### config.mk
export PLATFORM = sky130hd
export DESIGN_NAME = clock_divider_bank
export DESIGN_NICKNAME = d
export VERILOG_FILES = /design/src/rtl/clock_divider_bank.sv
export SDC_FILE = /design/constraint.sdc
export NUM_CORES = 1
export LEC_CHECK = 0
export ABC_AREA = 1
export BUFFER_PORTS_ARGS = -buffer_cell sky130_fd_sc_hd__clkbuf_2
export CAP_MARGIN = 30
export CORE_MARGIN = 3
export CORE_UTILIZATION = 63
export DETAILED_ROUTE_END_ITERATION = 8
export PLACE_DENSITY_LB_ADDON = 0.05
export SYNTH_ARGS = -nofsm -noshare
export SYNTH_HDL_FRONTEND = slang
export SYNTH_SLANG_ARGS = --single-unit
### constraint.sdc
create_clock -name clock -period 3.84 [get_ports clock]
set_input_delay 0.192 -clock clock [delete_from_list [all_inputs] [get_ports clock]]
set_output_delay 0.192 -clock clock [all_outputs]
set_load 0.005 [all_outputs]
### src/rtl/clock_divider_bank.sv
// Bank of NUM_CH independent runtime-configurable clock dividers sharing one master clock.
// Ratio/enable updates are staged per channel and take effect only at a period boundary.
module clock_divider_bank #(
  parameter int NUM_CH  = 4,
  parameter int CNT_W   = 8,
  parameter int DEF_DIV = 2,
  localparam int CH_W   = (NUM_CH > 1) ? $clog2(NUM_CH) : 1
) (
  input  logic              clock,
  input  logic              reset,
  input  logic              cfg_valid,
  output logic              cfg_ready,
  input  logic [CH_W-1:0]   cfg_ch,
  input  logic [CNT_W-1:0]  cfg_div,
  input  logic              cfg_en,
  output logic              cfg_err,
  input  logic              sync_restart,
  output logic [NUM_CH-1:0] clk_out,
  output logic [NUM_CH-1:0] tick
);

  localparam logic [CNT_W-1:0] DEF_DIV_W = CNT_W'(DEF_DIV);
  localparam logic [CNT_W-1:0] ONE       = CNT_W'(1);

  logic [NUM_CH-1:0] cfg_sel;
  logic [NUM_CH-1:0] pending;
  logic              cfg_fire;
  logic              cfg_ok;
  logic              cfg_accept;

  // Out-of-range channels match no slot, so they always see ready and get rejected.
  always_comb begin
    cfg_sel   = '0;
    cfg_ready = 1'b1;
    for (int i = 0; i < NUM_CH; i++) begin
      if (cfg_ch == CH_W'(i)) begin
        cfg_sel[i] = 1'b1;
        cfg_ready  = ~pending[i];
      end
    end
  end

  assign cfg_fire   = cfg_valid & cfg_ready;
  assign cfg_ok     = (|cfg_sel) && (cfg_div >= CNT_W'(2));
  assign cfg_accept = cfg_fire & cfg_ok;

  // NOTE: sequential state uses non-blocking assignments so every register samples pre-edge values.
  always_ff @(posedge clock) begin
    if (!reset) cfg_err <= 1'b0;
    else        cfg_err <= cfg_fire & ~cfg_ok;
  end

  for (genvar g = 0; g < NUM_CH; g++) begin : g_ch
    logic [CNT_W-1:0] div_q, cnt_q, pend_div;
    logic [CNT_W-1:0] div_n, cnt_n;
    logic             en_q, pend_q, pend_en, en_n;
    logic             boundary, apply, wrap;
    logic             clk_q, tick_q, clk_n, tick_n;
    logic [CNT_W:0]   hi_len;

    // NOTE: combinational next-state uses blocking assignments with every output defaulted first, so no latches.
    always_comb begin
      boundary = en_q && (cnt_q == div_q - ONE);
      apply    = pend_q && (sync_restart || !en_q || boundary);
      div_n    = apply ? pend_div : div_q;
      en_n     = apply ? pend_en  : en_q;
      // A freshly applied config always opens a new period, including enable-from-idle.
      wrap     = apply || boundary;
      hi_len   = ({1'b0, div_n} + (CNT_W+1)'(1)) >> 1;
      cnt_n    = div_n - ONE;
      clk_n    = 1'b0;
      tick_n   = 1'b0;
      if (!sync_restart && en_n) begin
        cnt_n  = wrap ? '0 : cnt_q + ONE;
        tick_n = wrap;
        clk_n  = {1'b0, cnt_n} < hi_len;
      end
    end

    always_ff @(posedge clock) begin
      if (!reset) begin
        div_q  <= DEF_DIV_W;
        en_q   <= 1'b1;
        cnt_q  <= DEF_DIV_W - ONE;
        clk_q  <= 1'b0;
        tick_q <= 1'b0;
        pend_q <= 1'b0;
      end else begin
        div_q  <= div_n;
        en_q   <= en_n;
        cnt_q  <= cnt_n;
        clk_q  <= clk_n;
        tick_q <= tick_n;
        if (apply)                        pend_q <= 1'b0;
        else if (cfg_accept && cfg_sel[g]) pend_q <= 1'b1;
      end
    end

    // NOTE: the staged payload has no reset; it is only ever read while pend_q (which is reset) is set.
    always_ff @(posedge clock) begin
      if (cfg_accept && cfg_sel[g]) begin
        pend_div <= cfg_div;
        pend_en  <= cfg_en;
      end
    end

    assign clk_out[g] = clk_q;
    assign tick[g]    = tick_q;
    assign pending[g] = pend_q;
  end

endmodule

==> flow_results.xml <==
<?xml version="1.0" encoding="UTF-8"?>
<metrics>
  <group name="outcome">
    <metric name="status" unit="">finished clean</metric>
  </group>
  <group name="route">
    <metric name="postRouteWirelength" unit="mm">18.7</metric>
    <metric name="drt_iter0_markers" unit="">478</metric>
    <metric name="drt.antenna.violating_nets" unit="">0</metric>
    <metric name="num_vias" unit="">7090</metric>
    <metric name="vias_per_cell" unit="">5.33</metric>
    <metric name="routedWlPerCell" unit="um">14.1</metric>
    <metric name="drt_pre_antenna_iters" unit="">5</metric>
    <metric name="drc" unit="">0</metric>
  </group>
  <group name="die">
    <metric name="design.core.area" unit="um^2">12300</metric>
    <metric name="die_width" unit="um">119</metric>
    <metric name="std_cell_rows" unit="">40</metric>
    <metric name="ioPinCount" unit="">25</metric>
    <metric name="die-area" unit="um^2">14100</metric>
    <metric name="die_h" unit="um">119</metric>
    <metric name="floorplan.initialDensity" unit="">0.655</metric>
  </group>
  <group name="final_layout">
    <metric name="num_antenna_cells" unit="">0</metric>
    <metric name="layout_commonest_cell" unit="">sky130_fd_sc_hd__nand2_1</metric>
    <metric name="drive_above_1_share" unit="">0.128</metric>
    <metric name="number_of_nets_in_the_final_layout" unit="">1208</metric>
    <metric name="layout_common_cells" unit="">sky130_fd_sc_hd__nand2_1, sky130_fd_sc_hd__inv_1, sky130_fd_sc_hd__nor2_1, sky130_fd_sc_hd__nand3_1, sky130_fd_sc_hd__dfxtp_1</metric>
    <metric name="area_growth_from_synthesis_to_layout" unit="%">9.25</metric>
  </group>
  <group name="grt">
    <metric name="globalRouteOverflowTotal" unit="">0</metric>
    <metric name="grt_first_pass_wirelength" unit="mm">31.0</metric>
    <metric name="grt_antenna_before_repair" unit="">0</metric>
    <metric name="number_of_global_route_vias_before_repair" unit="">6535</metric>
    <metric name="globalRouteTotalUtil" unit="">0.272</metric>
    <metric name="maximum_number_of_pins_on_one_net_before_global_route_repair" unit="">37</metric>
  </group>
  <group name="logic_synthesis">
    <metric name="synth_register_bits" unit="">117</metric>
    <metric name="sequential_element_share_of_the_synthesized_area" unit="">0.336</metric>
    <metric name="synth_ff_type" unit="">sky130_fd_sc_hd__dfxtp_1</metric>
    <metric name="synth.avg_cell_area" unit="um^2">7.12</metric>
    <metric name="ys_types" unit="">46</metric>
    <metric name="synth.mux.area_fraction" unit="">0</metric>
    <metric name="synth_fp_nets" unit="">1187</metric>
    <metric name="ys_async_sr_fraction" unit="">0</metric>
    <metric name="synth_edf_count" unit="">36</metric>
    <metric name="synth_simple_gate_area_frac" unit="">0.360</metric>
    <metric name="count_of_yosys_warnings_during_synthesis" unit="">0</metric>
    <metric name="post_synth_instance_area" unit="um^2">8030</metric>
    <metric name="post_synth_xor_area_fraction" unit="">0.0523</metric>
    <metric name="synth-adder-area-share" unit="">0.0685</metric>
    <metric name="syn_inst" unit="">1128</metric>
    <metric name="synth-compound-area-share" unit="">0.0853</metric>
    <metric name="combinational_family_with_the_most_area_after_synthesis" unit="">simple AND/OR/NAND/NOR gates</metric>
  </group>
  <group name="timing">
    <metric name="final_setup_violation_count" unit="">0</metric>
    <metric name="report.final.hold_viol_count" unit="">0</metric>
    <metric name="setup_tns" unit="ps">0</metric>
    <metric name="achievable-frequency" unit="GHz">0.288</metric>
    <metric name="final-max-slew-violation-count" unit="">0</metric>
    <metric name="period_needed" unit="ps">3470</metric>
    <metric name="fin_crit_share" unit="">0.905</metric>
    <metric name="timing.clock.skew" unit="ps">9.00</metric>
    <metric name="worst_slew_pin_slew" unit="ps">748</metric>
    <metric name="grt_setup_unrepaired" unit="">false</metric>
    <metric name="slew-limit-headroom" unit="">0.502</metric>
  </group>
  <group name="power">
    <metric name="static-leakage-power" unit="nW">4.30</metric>
    <metric name="power_per_cell_area" unit="nW/um^2">430</metric>
    <metric name="ir_worst_vdd" unit="mV">0.332</metric>
    <metric name="totalPowerFinal" unit="mW">3.78</metric>
  </group>
  <group name="setup_path">
    <metric name="worst-r2r-cell-count" unit="">23</metric>
    <metric name="critPathCaptureType" unit="">flip-flop</metric>
    <metric name="worst-path-max-fanout" unit="">17</metric>
    <metric name="timing_worst_setup_path_type" unit="">flip-flop to flip-flop</metric>
    <metric name="critPathArrivalTime" unit="ps">3820</metric>
    <metric name="reg2reg_to" unit="">g_ch[3].clk_q$_SDFF_PN0_</metric>
    <metric name="worstReg2RegStart" unit="">g_ch[3].div_q[0]$_SDFF_PN0_</metric>
    <metric name="worst_path_required" unit="ps">4190</metric>
    <metric name="cp-start-kind" unit="">flip-flop</metric>
    <metric name="r2r_setup_slack" unit="ps">370</metric>
  </group>
  <group name="run">
    <metric name="cap_violations" unit="">0</metric>
  </group>
  <group name="clock_tree">
    <metric name="number_of_h_tree_levels" unit="">4</metric>
    <metric name="clock_tree_from_tritoncts" unit="">yes</metric>
    <metric name="cts.sinks" unit="">117</metric>
    <metric name="cts.root.buffer_cell" unit="">sky130_fd_sc_hd__clkbuf_16</metric>
    <metric name="tritoncts.num_buffers" unit="">17</metric>
    <metric name="postCtsSetupRepairBufs" unit="">0</metric>
    <metric name="clock_tree.buffer_depth" unit="">2</metric>
    <metric name="clkLatencyLatePin" unit="ps">420</metric>
    <metric name="worst_setup_hold_path_clk_slew" unit="ps">50</metric>
    <metric name="cts.hold.buffers_added" unit="">0</metric>
  </group>
  <group name="worst_hold_path">
    <metric name="hp-class" unit="">primary input to flip-flop</metric>
    <metric name="worst_hold_path.num_cells" unit="">1</metric>
    <metric name="hold_path_startpoint" unit="">cfg_en</metric>
    <metric name="hold-path-endpoint" unit="">g_ch[0].pend_en$_DFFE_PP_</metric>
  </group>
  <group name="placed_design">
    <metric name="port-buffer-count" unit="">24</metric>
    <metric name="hpwl" unit="mm">13.9</metric>
    <metric name="gpl.final_weighted_congestion" unit="">0.907</metric>
  </group>
</metrics>
==> worst max-delay path, stage by stage, from the launching register on <==
cell and delay (ps):
sky130_fd_sc_hd__dfxtp_1 390, sky130_fd_sc_hd__inv_2 90, sky130_fd_sc_hd__ha_1 220, sky130_fd_sc_hd__or2_1 240, sky130_fd_sc_hd__nand3_1 70, sky130_fd_sc_hd__nand2_1 50, sky130_fd_sc_hd__inv_1 40, sky130_fd_sc_hd__nand2_1 40
sky130_fd_sc_hd__nor2_1 120, sky130_fd_sc_hd__nand3_2 120, sky130_fd_sc_hd__nand2_4 160, sky130_fd_sc_hd__nand2_8 130, sky130_fd_sc_hd__inv_1 130, sky130_fd_sc_hd__nand2_1 70, sky130_fd_sc_hd__nand2_2 90, sky130_fd_sc_hd__ha_1 150
sky130_fd_sc_hd__inv_1 80, sky130_fd_sc_hd__nor3_4 250, sky130_fd_sc_hd__nand3_1 120, sky130_fd_sc_hd__xor2_1 160, sky130_fd_sc_hd__ha_1 310, sky130_fd_sc_hd__a21oi_1 140, sky130_fd_sc_hd__o211ai_1 100, sky130_fd_sc_hd__a21oi_1 110
==> sequential cells by signal, indices dropped and copies added (netlist names) <==
register / cells
cfg_err: 1
g_ch.clk_q: 4
g_ch.cnt_q: 32
g_ch.div_q: 32
g_ch.en_q: 4
g_ch.pend_div: 32
g_ch.pend_en: 4
g_ch.pend_q: 4
g_ch.tick_q: 4
==> repair_timing <==
action	in CTS	in global routing
setup endpoints to repair	0	3
endpoints found under the hold margin	0	0
resized for setup	0	10
==> how the worst max path moves through the flow <==
stage / start / end / slack [ps] / depth (start not counted)
floorplan: g_ch[2].div_q[0]$_SDFF_PN0_ / g_ch[2].clk_q$_SDFF_PN0_ / 730 / 20
global placement: g_ch[3].div_q[0]$_SDFF_PN0_ / g_ch[3].clk_q$_SDFF_PN0_ / 360 / 23
detailed placement: g_ch[3].div_q[0]$_SDFF_PN0_ / g_ch[3].clk_q$_SDFF_PN0_ / 320 / 23
CTS: g_ch[2].div_q[0]$_SDFF_PN0_ / g_ch[2].clk_q$_SDFF_PN0_ / 270 / 25
global route: g_ch[2].div_q[0]$_SDFF_PN0_ / g_ch[2].clk_q$_SDFF_PN0_ / 3 / 24
finish: g_ch[3].div_q[0]$_SDFF_PN0_ / g_ch[3].clk_q$_SDFF_PN0_ / 370 / 23
==> final cells by class <==
class	count	area, um^2
repair buffers	30	165
well taps	168	210
multi-input cells	825	4590
flip-flops and latches	117	2700
fillers	1051	3480
inverters	158	593
clock buffers	22	444
clock inverters	10	68.8
==> synthesized netlist by cell type (2+ instances only) <==
| cell type | number | area (um^2) |
|---|---|---|
| sky130_fd_sc_hd__a21oi_1 | 42 | 210 |
| sky130_fd_sc_hd__a31oi_1 | 4 | 25.0 |
| sky130_fd_sc_hd__and3_1 | 2 | 12.5 |
| sky130_fd_sc_hd__buf_4 | 9 | 67.6 |
| sky130_fd_sc_hd__buf_6 | 7 | 78.8 |
| sky130_fd_sc_hd__clkbuf_1 | 11 | 41.3 |
| sky130_fd_sc_hd__dfxtp_1 | 81 | 1620 |
| sky130_fd_sc_hd__edfxtp_1 | 36 | 1080 |
| sky130_fd_sc_hd__ha_1 | 44 | 551 |
| sky130_fd_sc_hd__inv_1 | 140 | 526 |
| sky130_fd_sc_hd__inv_2 | 18 | 67.6 |
| sky130_fd_sc_hd__nand2_1 | 285 | 1070 |
| sky130_fd_sc_hd__nand2_2 | 23 | 144 |
| sky130_fd_sc_hd__nand2_4 | 8 | 90.1 |
| sky130_fd_sc_hd__nand3_1 | 89 | 445 |
| sky130_fd_sc_hd__nand3_2 | 4 | 40.0 |
| sky130_fd_sc_hd__nand3b_1 | 22 | 165 |
| sky130_fd_sc_hd__nand4_1 | 5 | 31.3 |
| sky130_fd_sc_hd__nor2_1 | 129 | 484 |
| sky130_fd_sc_hd__nor2_2 | 11 | 68.8 |
| sky130_fd_sc_hd__nor2_4 | 2 | 22.5 |
| sky130_fd_sc_hd__nor3_1 | 14 | 70.1 |
| sky130_fd_sc_hd__nor3_2 | 8 | 80.1 |
| sky130_fd_sc_hd__nor3_4 | 2 | 32.5 |
| sky130_fd_sc_hd__nor3b_1 | 2 | 15.0 |
| sky130_fd_sc_hd__o211ai_1 | 4 | 30.0 |
| sky130_fd_sc_hd__o211ai_4 | 4 | 85.1 |
| sky130_fd_sc_hd__o21ai_0 | 31 | 155 |
| sky130_fd_sc_hd__o21ai_1 | 18 | 90.1 |
| sky130_fd_sc_hd__o32ai_2 | 2 | 32.5 |
| sky130_fd_sc_hd__or2_1 | 4 | 25.0 |
| sky130_fd_sc_hd__or2_2 | 5 | 31.3 |
| sky130_fd_sc_hd__or3_1 | 3 | 18.8 |
| sky130_fd_sc_hd__xnor2_1 | 11 | 96.3 |
| sky130_fd_sc_hd__xor2_1 | 37 | 324 |
==> metal layers <==
layer  up-vias  track usage  part of all wire
met3        48       0.0475             0.053
met5         -            0                 0
li1       3666            -                 -
met1      3177        0.374              0.46
met2       199        0.418              0.45
met4         0        0.125             0.029
==> where the power goes <==
group          internal [mW]  leakage (nW)  switching [mW]
clock network          0.870         0.253           0.532
logic                  0.331          3.05           0.613
registers               1.36         0.994          0.0756
==> cells by family (layout without fill, tap and decap cells) <==
group / count (synthesis) / after routing
buffers and inverters: 186 / 220
and+or+nand+nor: 622 / 622
DFF: 117 / 117
AOI/OAI and AO/OA: 111 / 111
xor gates and xnor gates: 48 / 48
adders and majority gates: 44 / 44
==> metrics by stage <==
stage | instances | instance area (um^2) | setup WS (ps) | utilization | hold slack, ps
after global placement | 1298 | 8220 | 356 | 0.670 | 476
final | 1330 | 8780 | 366 | 0.716 | 51.6
after CTS | 1330 | 8730 | 267 | 0.712 | 29.8
after floorplan | 1128 | 8030 | 731 | - | 291
after detailed placement | 1298 | 8220 | 317 | 0.670 | 470
after global routing | 1330 | 8780 | 2.67 | 0.716 | 42.2
No activity file was read; power rests on OpenSTA's default activity.
